==> config.mk <==
export PLATFORM = sky130hd
export DESIGN_NAME = ts_channel_selector
export DESIGN_NICKNAME = d
export VERILOG_FILES = /design/src/rtl/ts_channel_selector.sv
export SDC_FILE = /design/constraint.sdc
export NUM_CORES = 1
export LEC_CHECK = 0
export ABC_AREA = 0
export CORE_MARGIN = 8
export CORE_UTILIZATION = 55
export DETAILED_ROUTE_END_ITERATION = 8
export PLACE_DENSITY = 0.75
export SYNTH_ARGS = -nofsm -noshare
export SYNTH_HDL_FRONTEND = slang
export SYNTH_SLANG_ARGS = --single-unit
export TNS_END_PERCENT = 100
==> constraint.sdc <==
create_clock -name clk -period 11.5 [get_ports clk]
set_input_delay 2.3 -clock clk [delete_from_list [all_inputs] [get_ports clk]]
set_output_delay 2.3 -clock clk [all_outputs]
set_load 0.05 [all_outputs]
==> src/rtl/ts_channel_selector.sv <==
`default_nettype none
// ============================================================================
// Module   : ts_channel_selector
// Purpose  : N-channel TS input selector with presence tracking, priority
//            fallback, revert hold-off and packet-aligned switching.
// Revision : 1.0
// ============================================================================
module ts_channel_selector #(
  parameter int NUM_CH      = 4,
  parameter int TMR_W       = 20,
  parameter int DEF_TIMEOUT = 2250,
  parameter int DEF_HOLDOFF = 750000,
  localparam int CH_W       = $clog2(NUM_CH)
) (
  input  logic                  clk,
  input  logic                  rst,
  input  logic [NUM_CH-1:0]     i_ch_valid,
  input  logic [NUM_CH-1:0]     i_ch_sync,
  input  logic                  i_mm_write_en,
  input  logic                  i_mm_read_en,
  input  logic [7:0]            i_mm_addr,
  input  logic [31:0]           i_mm_wdata,
  output logic [31:0]           o_mm_rdata,
  output logic [CH_W-1:0]       o_sel_channel,
  output logic                  o_sel_valid,
  output logic [NUM_CH-1:0]     o_ch_present,
  output logic                  o_switch_pulse
);

  localparam logic [7:0] c_ADDR_CTRL    = 8'h00;
  localparam logic [7:0] c_ADDR_PRIO    = 8'h01;
  localparam logic [7:0] c_ADDR_TIMEOUT = 8'h02;
  localparam logic [7:0] c_ADDR_HOLDOFF = 8'h03;
  localparam logic [7:0] c_ADDR_STATUS  = 8'h04;
  localparam logic [7:0] c_ADDR_SWCNT   = 8'h05;
  localparam int         c_PRIO_W       = NUM_CH * CH_W;

  typedef enum logic [1:0] {
    S_LOCKED    = 2'd0,
    S_HOLDOFF   = 2'd1,
    S_WAIT_SYNC = 2'd2
  } state_t;

  // Configuration registers
  logic                r_fallback_en;
  logic                r_manual_en;
  logic [CH_W-1:0]     r_manual_ch;
  logic [c_PRIO_W-1:0] r_prio;
  logic [TMR_W-1:0]    r_timeout;
  logic [TMR_W-1:0]    r_holdoff;
  logic [31:0]         r_sw_count;

  // Selection state
  state_t              r_state;
  state_t              w_state_nxt;
  logic [CH_W-1:0]     r_sel;
  logic [CH_W-1:0]     r_target;
  logic [CH_W-1:0]     w_target_nxt;
  logic [TMR_W-1:0]    r_hold_cnt;
  logic                w_hold_clr;
  logic                w_commit;
  logic                r_sel_valid;
  logic                r_switch_pulse;
  logic [31:0]         r_rdata;
  logic [31:0]         w_rdata;

  logic [TMR_W-1:0]    w_timeout_eff;
  logic [NUM_CH-1:0]   w_present;
  logic [CH_W-1:0]     w_cand;
  logic                w_found;
  logic [CH_W-1:0]     w_entry;
  logic                w_to_holdoff;
  logic                w_unused;

  assign w_unused = ^i_mm_wdata;

  always_ff @(posedge clk) begin
    if (rst) begin
      r_fallback_en <= 1'b1;
      r_manual_en   <= 1'b0;
      r_manual_ch   <= '0;
      for (int k = 0; k < NUM_CH; k++) begin
        r_prio[k*CH_W +: CH_W] <= CH_W'(k);
      end
      r_timeout     <= TMR_W'(DEF_TIMEOUT);
      r_holdoff     <= TMR_W'(DEF_HOLDOFF);
    end else if (i_mm_write_en) begin
      case (i_mm_addr)
        c_ADDR_CTRL: begin
          r_fallback_en <= i_mm_wdata[0];
          r_manual_en   <= i_mm_wdata[1];
          r_manual_ch   <= i_mm_wdata[CH_W+1:2];
        end
        c_ADDR_PRIO:    r_prio    <= i_mm_wdata[c_PRIO_W-1:0];
        c_ADDR_TIMEOUT: r_timeout <= i_mm_wdata[TMR_W-1:0];
        c_ADDR_HOLDOFF: r_holdoff <= i_mm_wdata[TMR_W-1:0];
        default: ;
      endcase
    end
  end

  // A zero timeout would make every channel permanently absent
  assign w_timeout_eff = (r_timeout == '0) ? TMR_W'(1) : r_timeout;

  generate
    for (genvar i = 0; i < NUM_CH; i++) begin : g_presence
      logic [TMR_W-1:0] r_pcnt;
      always_ff @(posedge clk) begin
        if (rst) begin
          r_pcnt <= '1;
        end else if (i_ch_valid[i]) begin
          r_pcnt <= '0;
        end else if (r_pcnt < w_timeout_eff) begin
          r_pcnt <= r_pcnt + TMR_W'(1);
        end
      end
      assign w_present[i] = (r_pcnt < w_timeout_eff);
    end
  endgenerate

  function automatic logic [CH_W:0] f_rank(input logic [CH_W-1:0] ch,
                                           input logic [c_PRIO_W-1:0] prio);
    f_rank = (CH_W+1)'(NUM_CH);
    for (int k = NUM_CH - 1; k >= 0; k--) begin
      if (prio[k*CH_W +: CH_W] == ch) f_rank = (CH_W+1)'(k);
    end
  endfunction

  always_comb begin
    w_cand  = r_sel;
    w_found = 1'b0;
    w_entry = '0;
    if (r_manual_en) begin
      if (int'(r_manual_ch) < NUM_CH) w_cand = r_manual_ch;
    end else if (r_fallback_en) begin
      for (int k = 0; k < NUM_CH; k++) begin
        w_entry = r_prio[k*CH_W +: CH_W];
        if (!w_found && (int'(w_entry) < NUM_CH) && w_present[w_entry]) begin
          w_cand  = w_entry;
          w_found = 1'b1;
        end
      end
    end else begin
      w_entry = r_prio[CH_W-1:0];
      if (int'(w_entry) < NUM_CH) w_cand = w_entry;
    end
  end

  // Reverting to a better channel while the current one is healthy is delayed
  assign w_to_holdoff = !r_manual_en && w_present[r_sel] &&
                        (f_rank(w_cand, r_prio) < f_rank(r_sel, r_prio));

  always_comb begin
    w_state_nxt  = r_state;
    w_target_nxt = r_target;
    w_hold_clr   = 1'b0;
    w_commit     = 1'b0;
    case (r_state)
      S_LOCKED: begin
        if (w_cand != r_sel) begin
          w_target_nxt = w_cand;
          w_hold_clr   = 1'b1;
          w_state_nxt  = w_to_holdoff ? S_HOLDOFF : S_WAIT_SYNC;
        end
      end
      S_HOLDOFF: begin
        if (w_cand == r_sel) begin
          w_state_nxt = S_LOCKED;
        end else if (w_cand != r_target) begin
          w_target_nxt = w_cand;
          w_hold_clr   = 1'b1;
          w_state_nxt  = w_to_holdoff ? S_HOLDOFF : S_WAIT_SYNC;
        end else if (r_hold_cnt >= r_holdoff) begin
          w_state_nxt = S_WAIT_SYNC;
        end
      end
      S_WAIT_SYNC: begin
        if (w_cand == r_sel) begin
          w_state_nxt = S_LOCKED;
        end else if (w_cand != r_target) begin
          w_target_nxt = w_cand;
          w_hold_clr   = 1'b1;
          w_state_nxt  = w_to_holdoff ? S_HOLDOFF : S_WAIT_SYNC;
        end else if (i_ch_valid[r_target] && i_ch_sync[r_target]) begin
          w_commit    = 1'b1;
          w_state_nxt = S_LOCKED;
        end
      end
      default: w_state_nxt = S_LOCKED;
    endcase
  end

  always_ff @(posedge clk) begin
    if (rst) begin
      r_state        <= S_LOCKED;
      r_target       <= '0;
      r_sel          <= '0;
      r_hold_cnt     <= '0;
      r_switch_pulse <= 1'b0;
      r_sel_valid    <= 1'b0;
    end else begin
      r_state        <= w_state_nxt;
      r_target       <= w_target_nxt;
      r_switch_pulse <= w_commit;
      r_sel_valid    <= w_present[r_sel];
      if (w_commit) r_sel <= r_target;
      if (w_hold_clr) begin
        r_hold_cnt <= '0;
      end else if ((r_state == S_HOLDOFF) && (r_hold_cnt != '1)) begin
        r_hold_cnt <= r_hold_cnt + TMR_W'(1);
      end
    end
  end

  always_ff @(posedge clk) begin
    if (rst) begin
      r_sw_count <= '0;
    end else if (i_mm_write_en && (i_mm_addr == c_ADDR_SWCNT)) begin
      r_sw_count <= '0;
    end else if (w_commit) begin
      r_sw_count <= r_sw_count + 32'd1;
    end
  end

  always_comb begin
    w_rdata = '0;
    case (i_mm_addr)
      c_ADDR_CTRL: begin
        w_rdata[0]        = r_fallback_en;
        w_rdata[1]        = r_manual_en;
        w_rdata[CH_W+1:2] = r_manual_ch;
      end
      c_ADDR_PRIO:    w_rdata[c_PRIO_W-1:0] = r_prio;
      c_ADDR_TIMEOUT: w_rdata[TMR_W-1:0]    = r_timeout;
      c_ADDR_HOLDOFF: w_rdata[TMR_W-1:0]    = r_holdoff;
      c_ADDR_STATUS: begin
        w_rdata[CH_W-1:0]   = r_sel;
        w_rdata[8 +: NUM_CH] = w_present;
        w_rdata[16]         = r_sel_valid;
      end
      c_ADDR_SWCNT:   w_rdata = r_sw_count;
      default: ;
    endcase
  end

  always_ff @(posedge clk) begin
    if (rst) begin
      r_rdata <= '0;
    end else if (i_mm_read_en) begin
      r_rdata <= w_rdata;
    end
  end

  assign o_mm_rdata     = r_rdata;
  assign o_sel_channel  = r_sel;
  assign o_sel_valid    = r_sel_valid;
  assign o_ch_present   = w_present;
  assign o_switch_pulse = r_switch_pulse;

endmodule
`default_nettype wire
# Word level (Yosys, flattened, before mapping)
# Cells that the tools add are included.
# Widths: inputs -> output; s select.
dict set report classes {
  addsub 6
  n_eq_ne 24
  order_cmp 12
  reduce_logical 29
  muxes 75
}
# op n
set ops {}
lappend ops {{$mux 20} 9}
lappend ops {{$add 20x1->20 const B} 5}
lappend ops {{$lt 20x20->1} 4}
lappend ops {{$mux 2} 17}
lappend ops {{$add 32x1->32 const B} 1}
lappend ops {{$pmux 4 s4} 2}
lappend ops {{$mux 3} 8}
lappend ops {{$mux 1} 23}
lappend ops {{$ge 20x20->1} 1}
lappend ops {{$logic_not 20->1} 1}
lappend ops {{$ne 20x20->1 const B} 1}
lappend ops {{$eq 2x2->1} 9}
lappend ops {{$lt 2x3->1 const B} 6}
lappend ops {{$eq 8x2->1 const B} 2}
lappend ops {{$eq 8x3->1 const B} 2}
lappend ops {{$bmux 1 s2} 7}
lappend ops {{$mux 12} 1}
lappend ops {{$pmux 2 s6} 1}
lappend ops {{$pmux 4 s3} 1}
lappend ops {{$pmux 2 s5} 1}
lappend ops {{$reduce_bool 2->1} 5}
lappend ops {{$pmux 3 s3} 1}
lappend ops {{$eq 8x1->1 const B} 1}
lappend ops {{$logic_and 1x1->1} 8}
lappend ops {{18 further kinds} 29}
dict set report totals {
  reg_bits 224
  in_bits 52
  output_inout_bits 40
  wordCells 164
}

# Depth between registers and ports, before layout
# Gate-level depths: netlist of run 1.
dict set report depth {
  depth_word 34
  mapped_depth 24
  depth_no_buf 22
}

# Least setup slack after synthesis of run 1
# Ideal clock, no wire load.
dict set report synth_path {
  path_kind {flip-flop to flip-flop}
  start {register r_timeout[15]}
  end {register r_state[1]}
  required_time_ps 11384
  t_arrival_ps 4965
  synth_period_minus_slack_ps 5082
  setup_slack_ps 6418
  path_stages_with_launch 23
  n_path_buf 0
  setup_time_ps 116
  path_cell_list {dfxtp_1 > inv_1 > ha_1 > a21oi_1 > o21ai_0 > a2111oi_1 > a31oi_1 > inv_1 > mux4_2 > o2111ai_1 > or3_1 > o211ai_2 > xnor2_1 > a221oi_1 > a21oi_1 > and2_1 > ha_1 > a21oi_1 > nor2b_1 > or4_1 > a21oi_1 > o22ai_1 > a31o_2}
}
dict set report synth_via {
  elab_chain_len 34
  elab_cells_between_ends 62
  cone_classes {5 x order compare; 10 x eq/ne; 37 x mux; 10 x reduce/logical}
}
# item line
set synth_rtl {}
lappend synth_rtl {{from (decl)} 49} ;# logic [TMR_W-1:0] r_timeout;
lappend synth_rtl {{from (signal assigned)} 85} ;# r_timeout <= TMR_W'(DEF_TIMEOUT);
lappend synth_rtl {{from (signal assigned)} 95} ;# c_ADDR_TIMEOUT: r_timeout <= i_mm_wdata[TMR_W-1:0];
lappend synth_rtl {{$logic_not 20->1} 103} ;# assign w_timeout_eff = (r_timeout == '0) ? TMR_W'(1) : r_timeout;
lappend synth_rtl {{$mux 20 *} 103}
lappend synth_rtl {{$lt 20x20->1 *} 117} ;# assign w_present[i] = (r_pcnt < w_timeout_eff);
lappend synth_rtl {{net o_ch_present[3]} 26} ;# output logic [NUM_CH-1:0] o_ch_present,
lappend synth_rtl {{$bmux 1 s2} 138} ;# if (!w_found && (int'(w_entry) < NUM_CH) && w_present[w_entry]) begin
lappend synth_rtl {{$mux 1 (implied by the code)} 138}
lappend synth_rtl {{$mux 1} 138}
lappend synth_rtl {{$mux 1} 135} ;# end else if (r_fallback_en) begin
lappend synth_rtl {{(+16 left out)} --}
lappend synth_rtl {{$eq 2x2->1} 125} ;# if (prio[k*CH_W +: CH_W] == ch) f_rank = (CH_W+1)'(k);
lappend synth_rtl {{$mux 3 (4 in a row)} 125}
lappend synth_rtl {{$lt 3x3->1} 151} ;# (f_rank(w_cand, r_prio) < f_rank(r_sel, r_prio));
lappend synth_rtl {{$logic_and 1x1->1} 150} ;# assign w_to_holdoff = !r_manual_en && w_present[r_sel] &&
lappend synth_rtl {{$mux 2} {163, 172, 183}}
lappend synth_rtl {{$mux 2, on equally long branches} {180, 169}}
lappend synth_rtl {{$mux 2, on equally long branches} {178, 167}}
lappend synth_rtl {{$pmux 2 s3} 158} ;# case (r_state)
lappend synth_rtl {{to (signal assigned)} 202} ;# r_state <= w_state_nxt;
lappend synth_rtl {{to (decl)} 54} ;# state_t r_state;
# Mark *: on every way through the listed nets, which the timed path passes. The rest lies on a longest branch. The select of a mux whose other input is x is not followed.
# A chain may end at the register's enable or synchronous reset.

# Worst setup path after layout of run 1
dict set report layout_path {
  start {register r_timeout[18]}
  end {register r_sw_count[31]}
}
dict set report layout_via {
  elab_chain_len 27
  elab_cells_between_ends 40
  cone_classes {4 x order compare; 2 x eq/ne; 27 x mux; 7 x reduce/logical}
}
# item line
set layout_rtl {}
lappend layout_rtl {{$logic_not 20->1} 103}
lappend layout_rtl {{$mux 20 *} 103}
lappend layout_rtl {{$lt 20x20->1} 117}
lappend layout_rtl {{$bmux 1 s2} 138}
lappend layout_rtl {{$mux 1 (implied by the code)} 138}
lappend layout_rtl {{$mux 1} 138}
lappend layout_rtl {{$mux 1} 135}
lappend layout_rtl {{$mux 1} 133} ;# if (r_manual_en) begin
lappend layout_rtl {{(+11 left out)} --}
lappend layout_rtl {{$logic_and 1x1->1} 138}
lappend layout_rtl {{$mux 2 *} 138}
lappend layout_rtl {{$mux 2 *} 135}
lappend layout_rtl {{$mux 2 *} 133}
lappend layout_rtl {{$ne 2x2->1} 180} ;# end else if (w_cand != r_target) begin
lappend layout_rtl {{$mux 1} 180}
lappend layout_rtl {{$mux 1 *} 178} ;# if (w_cand == r_sel) begin
lappend layout_rtl {{$mux 1 *} 158}
lappend layout_rtl {{to (signal assigned)} 221} ;# r_sw_count <= r_sw_count + 32'd1;
lappend layout_rtl {{to (decl)} 51} ;# logic [31:0] r_sw_count;
# Every way passes the cells marked *; elsewhere a longest branch is shown, timed or not. The select of a mux whose other input is x is not followed.

==> results.cfg, run 1 <==
[synth]
yosys.area.top_type = dfxtp_1
ys_warn_count = 0
synth.area.top_cells = dfxtp_1 (34%), ha_1 (10%), nand2_1 (5.9%)
synth_cell_types = 75
synth_edf_count = 0
synth-async-reset-ratio_pct = 0
syn-num-nets = 1767
synth_common_cells = dfxtp_1 (224), nand2_1 (208), nor2_1 (138)
post-synth-top-count-cell = dfxtp_1
synth-seq-area-share_pct = 33.9
yosys_register_bits = 224
synth.top_cell.area_share_pct = 33.9
synth_flop_cell = dfxtp_1
postSynthAreaPerCell_um2 = 8.24
synth_area_um2 = 13200
syn_inst = 1607

[cts]
numCtsBuffers = 24
clockRootBuffer = clkbuf_16
postCtsSetupRepairBufs = 0
cts_tree = done
cts_resized = 0
clock-sinks = 224
htree_levels = 1
hold_buffers = 0
cts.path.max_buffers = 3
path_clk_slew_ps = 60
insertion_delay_ps = 520

[place]
dp.cells = 1934
place.gp.congestion = 0.884
port_buffers = 79
post_dp_cell_area_um2 = 14200
dp_hpwl_mm = 25.5

[detailed_routing]
wl_met1_mm = 15.6
drc = 0
wl_met2_mm = 16.0
dr_wl_met3_mm = 2.45
first_iter_violations = 957
viasPerCell = 5.92
top_layer_used = met4
avgRoutedWirePerCell_um = 17.8
dr_total_vias = 11696
wirelength_mm = 35.2
ant_nets = 0
drt-pass1-iter-count = 5

[timing]
setup_tns_ps = 0
max_freq_mhz = 156
whs_ps = 460
min_period_ps = 6420
tightest_slew_ps = 1100
final-hold-violation-count = 0
rsz0062_at_grt = no
finalCritPeriodShare_pct = 55.8
setup_viol = 0
maxSlewViolCount = 0
finClkSkew_ps = 7.42
slew-limit-headroom_pct = 25.6

[final_layout]
drive_gt1_share_pct = 4.28
layoutNonFillerInstCount = 1976
num-nets-final = 1801
antenna_cells = 0
stdcell_area_um2 = 14900
area_growth_syn_to_layout_pct = 12.8
n_fill_cell = 2054

[setup_path]
critPathArrivalTime_ps = 6830
end_kind = flip-flop
cp.required_ps = 11910
path_cells = inv_1 > ha_1 > nand4_1 > nor4_2 > nand2_1 > o311ai_4 > nor2_2 > a221o_1 > a211oi_1 > nand3_1 > or3_1 > o211ai_1 > a2111o_1 > nor4b_4 > buf_4 > nand4_2 > or3b_1 > mux2_4
critPathKind = reg2reg
path_delay_family = simple AND/OR/NAND/NOR gates
cp.buffers_inverters = 2
critPathLaunchType = flip-flop
crit_slowest_cell = a211oi_1
cpPeakStageDelay_ps = 550
crit_fanout = 25

[outcome]
status = complete, no violations

[power_and_ir_drop]
pwr-share-comb_pct = 15.8
intPower_mw = 1.36
clkPwrFrac_pct = 39.3
finalPower_mw = 1.88
pwr-share-seq_pct = 44.8
p_per_area_nw_per_um2 = 126
vdd_ir_drop_max_uv = 91.7
leakagePower_nw = 5.81
switching_share_pct = 27.8
p_sw_mw = 0.522

[floorplanning]
fp.dieW_um = 171
initial_utilization_pct = 56.2
rows = 56
ioPinCount = 92
fp.dieH_um = 171
die-area_um2 = 29300
core_um2 = 23500

[global_routing]
grt_first_pass_wirelength_mm = 57.1
overflow = 0
antenna_found_initial = 0
grtUsageTotal_pct = 23.8
grt_start_max_net_pins = 109
grt_pass1_vias = 11004

[run]
max_cap_viol_count = 0

[worst_hold_path]
worstHoldPathType = reg2reg
[final cells by class]
class / instances / area, µm² / share of cell area, %
clock buffers: 39 / 728 / 4.87
clock inverters: 3 / 15.0 / 0.101
inverters: 70 / 263 / 1.76
multi-input cells: 1232 / 8190 / 54.8
flip-flops and latches: 224 / 4480 / 30.0
well taps: 319 / 399 / 2.67
repair buffers: 89 / 863 / 5.78
[power groups by stage]
stage	registers (mW)	logic (mW)	clock network [mW]
2_1_floorplan	0.856	0.209	0
3_3_place_gp	0.858	0.285	0
3_5_place_dp	0.859	0.293	0
4_1_cts	0.842	0.295	0.752
5_1_grt	0.847	0.330	0.778
6_report	0.843	0.298	0.740
[routing by layer]
metal	GRT usage [%]	up-vias
met5	0	-
met4	8.66	0
met3	4.26	79
met2	38.8	374
met1	31.2	5507
li1	-	5736
[final timing paths]
path                          to      startpoint  cells after the start  slack, ps
hold reg to reg   o_mm_rdata[26]  o_mm_rdata[26]                      2        460
hold / removal    o_mm_rdata[26]  o_mm_rdata[26]                      2        460
setup / recovery  r_sw_count[31]   r_timeout[18]                     18       5080
setup reg to reg  r_sw_count[31]   r_timeout[18]                     18       5080
[logic make-up (layout without fill, tap and decap cells)]
logic type,count (synthesis),after routing,synth area share (%)
XOR/XNOR,133,133,8.85
AO/OA/AOI/OAI,370,370,18.6
adder cells (fa/ha/maj),108,108,10.2
AND/OR/NAND/NOR,590,590,21.2
buffers and inverters,151,201,4.36
flip-flops,224,224,33.9
multiplexers,31,31,2.96
[cell usage in the layout, fill, tap and decap left out, types with 9 or more instances in the layout]
cell type,netlist,routed
dfxtp_1,224,224
clkbuf_16,0,25
a21oi_1,112,112
a21o_1,18,18
a211o_1,11,11
clkdlybuf4s50_1,0,78
and3_1,31,31
nand3b_1,15,15
nand4_1,39,39
buf_4,1,11
ha_1,108,108
a22oi_1,12,12
nor2b_1,12,12
mux2i_1,23,23
a211oi_1,17,17
clkbuf_1,67,9
nand3_1,70,70
nor3_1,18,18
nand2_1,208,208
o21ai_0,56,56
nor2_1,138,138
xor2_1,89,89
inv_1,69,69
o21bai_1,81,81
xnor2_1,43,43
or3_1,16,16
[state kept, by name (all words and copies together) (netlist names), 8 cells and up]
signal / cells
g_presence.r_pcnt: 80
o_mm_rdata: 32
r_sw_count: 32
r_hold_cnt: 20
r_holdoff: 20
r_timeout: 20
r_prio: 8
[metrics by stage]
stage / util, % / worst slack [ps]
after floorplan: - / 6420
after global placement: 60.3 / 5320
after detailed placement: 60.3 / 5240
after CTS: 63.5 / 5230
after global routing: 63.5 / 4710
final: 63.5 / 5080
[worst reg2reg max path: stages, from the launching register on]
cell and delay [ps]:
dfxtp_1 450, inv_1 200, ha_1 370, nand4_1 170
nor4_2 410, nand2_1 150, o311ai_4 380, nor2_2 230
a221o_1 400, a211oi_1 550, nand3_1 270, or3_1 360
o211ai_1 100, a2111o_1 330, nor4b_4 250, buf_4 330
nand4_2 500, or3b_1 550, mux2_4 300
Power figures use the tool's default switching activity.
==> run 2, diff against run 1 <==
clock period = 6 ns   (was 11.5 ns; I/O delays follow)
==> run 2 against run 1 <==
Against the previous run: critical endpoint is now r_state[1]; global-route usage is 0.42 points higher; clock power is 120% higher; critical path type unchanged; die area stayed put; combinational power is 94% higher; hold slack hardly changed; register-to-register slack worse by 4700 ps; critical path depth is 4 higher; worst setup slack worse by 4700 ps; clock skew is 6.9 ps higher.
==> results.cfg, run 2 (synthesis results as in run 1) <==
[timing]
maxSlewViolCount = 0
slew-limit-headroom_pct = 22.1
tightest_slew_ps = 1160
finalCritPeriodShare_pct = 93.2
min_period_ps = 5590
worst_slack_ps = 408
final-hold-violation-count = 0
rsz0062_at_grt = no
setup_tns_ps = 0
finClkSkew_ps = 14.3
setup_viol = 0
max_freq_mhz = 179

[cts]
cts.path.max_buffers = 3
insertion_delay_ps = 550
hold_buffers = 0
clockRootBuffer = clkbuf_16
postCtsSetupRepairBufs = 0
path_clk_slew_ps = 60
htree_levels = 1
cts_tree = done
clock-sinks = 224
numCtsBuffers = 26

[power_and_ir_drop]
vdd_ir_drop_max_uv = 176
p_per_area_nw_per_um2 = 251
leakagePower_nw = 5.91

[global_routing]
antenna_found_initial = 0
overflow = 0
grt_start_max_net_pins = 104
grtUsageTotal_pct = 24.3
grt_first_pass_wirelength_mm = 58.0
grt_pass1_vias = 11178

[setup_path]
reg2reg_slack_ps = 410
critPathKind = reg2reg
critPathArrivalTime_ps = 6030
crit_fanout = 14
rr_worst_depth = 22
end_kind = flip-flop
r2r-end = r_state[1]
critPathLaunchType = flip-flop
cp.required_ps = 6440
rr_startpoint = r_timeout[19]

[final_layout]
layout_commonest_cell = dfxtp_1
multi_input_area_um2 = 8220
seq_area_um2 = 4480
n_fill_cell = 2055
post-route-util_pct = 64.3
regMostFlops = g_presence.r_pcnt
num-nets-final = 1811
final_cell_mix = dfxtp_1 (224), nand2_1 (208), nor2_1 (137), a21oi_1 (112), ha_1 (108)
area_growth_syn_to_layout_pct = 14.4
layoutNonFillerInstCount = 1990
antenna_cells = 0
largest_reg_flops = 80
drive_gt1_share_pct = 5.45

[floorplanning]
fp.dieH_um = 171
fp.dieW_um = 171
core_um2 = 23500
die-area_um2 = 29300
initial_utilization_pct = 56.2
ioPinCount = 92
rows = 56

[run]
max_cap_viol_count = 0

[detailed_routing]
dr_total_vias = 11791
first_iter_violations = 848
wirelength_mm = 36.0
drt-pass1-iter-count = 6
viasPerCell = 5.93
ant_nets = 0
avgRoutedWirePerCell_um = 18.1
drc = 0

[place]
dp.cells = 1942
place.gp.congestion = 0.897
dp_hpwl_mm = 26.1
port_buffers = 79
dp_slack_ps = 288

[worst_hold_path]
holdPathStages = 2
min_from = o_mm_rdata[26]
worstHoldPathType = reg2reg
hold_end = o_mm_rdata[26]

[outcome]
status = complete, no violations
## run 2: worst max-delay path by stage
stage	cells after the start	startpoint	slack, ps	to
6_report	22	r_timeout[19]	410	r_state[1]
5_1_grt	23	r_timeout[18]	20	r_state[1]
4_1_cts	22	r_timeout[19]	240	r_state[1]
3_5_place_dp	22	r_timeout[19]	290	r_state[1]
3_3_place_gp	22	r_timeout[19]	350	r_state[1]
2_1_floorplan	22	r_timeout[15]	920	r_state[1]
## run 2: layout make-up
class,instances,area share (%)
clock buffers,36,4.67
clock inverters,12,1.02
multi-input cells,1232,54.2
well taps,319,2.63
flip-flops and latches,224,29.6
repair buffers,97,6.10
inverters,70,1.73
## run 2: through the flow
stage | power [mW] | hold WS, ps | cell area [µm²]
floorplan | 2.04 | 446 | 13200
global placement | 2.19 | 446 | 14300
detailed placement | 2.21 | 453 | 14300
CTS | 3.81 | 462 | 15100
global route | 3.95 | 477 | 15100
finish | 3.80 | 459 | 15100
## run 2: critical path, cell delays in order (launching register included)
cell and delay, ps:
dfxtp_1 410, inv_1 170, ha_1 350, nand4_1 170, nor4_2 360, nand2_1 140, o311ai_4 350, nor2_4 170
mux4_2 560, nor2_2 210, nand3_1 200, a21boi_0 210, xnor2_1 160, a221oi_2 320, a21oi_1 80, and2_1 170
ha_1 300, a21oi_1 130, nor2b_1 50, or4_1 390, a21oi_1 210, o22ai_1 110, a31o_2 250
## run 2: routing by layer
metal,share of wire [%],global-route usage (%),vias to the layer above,wire length [µm]
li1,-,-,5760,-
met1,44,31.7,5623,15800
met3,6.8,4.33,72,2450
met5,0,0,-,0
met4,3.0,8.17,0,1070
met2,46,39.8,336,16700
## run 2: repair_timing
action                                 4_1_cts  5_1_grt
setup endpoints to repair                    0        2
gates resized for setup                      0        7
endpoints found under the hold margin        0        0
## run 2: power breakdown
part,total [mW],internal (mW),switching (mW)
combinational,0.578,0.241,0.336
sequential,1.62,1.54,0.0707
clock,1.61,0.956,0.650
total,3.80,2.74,1.06
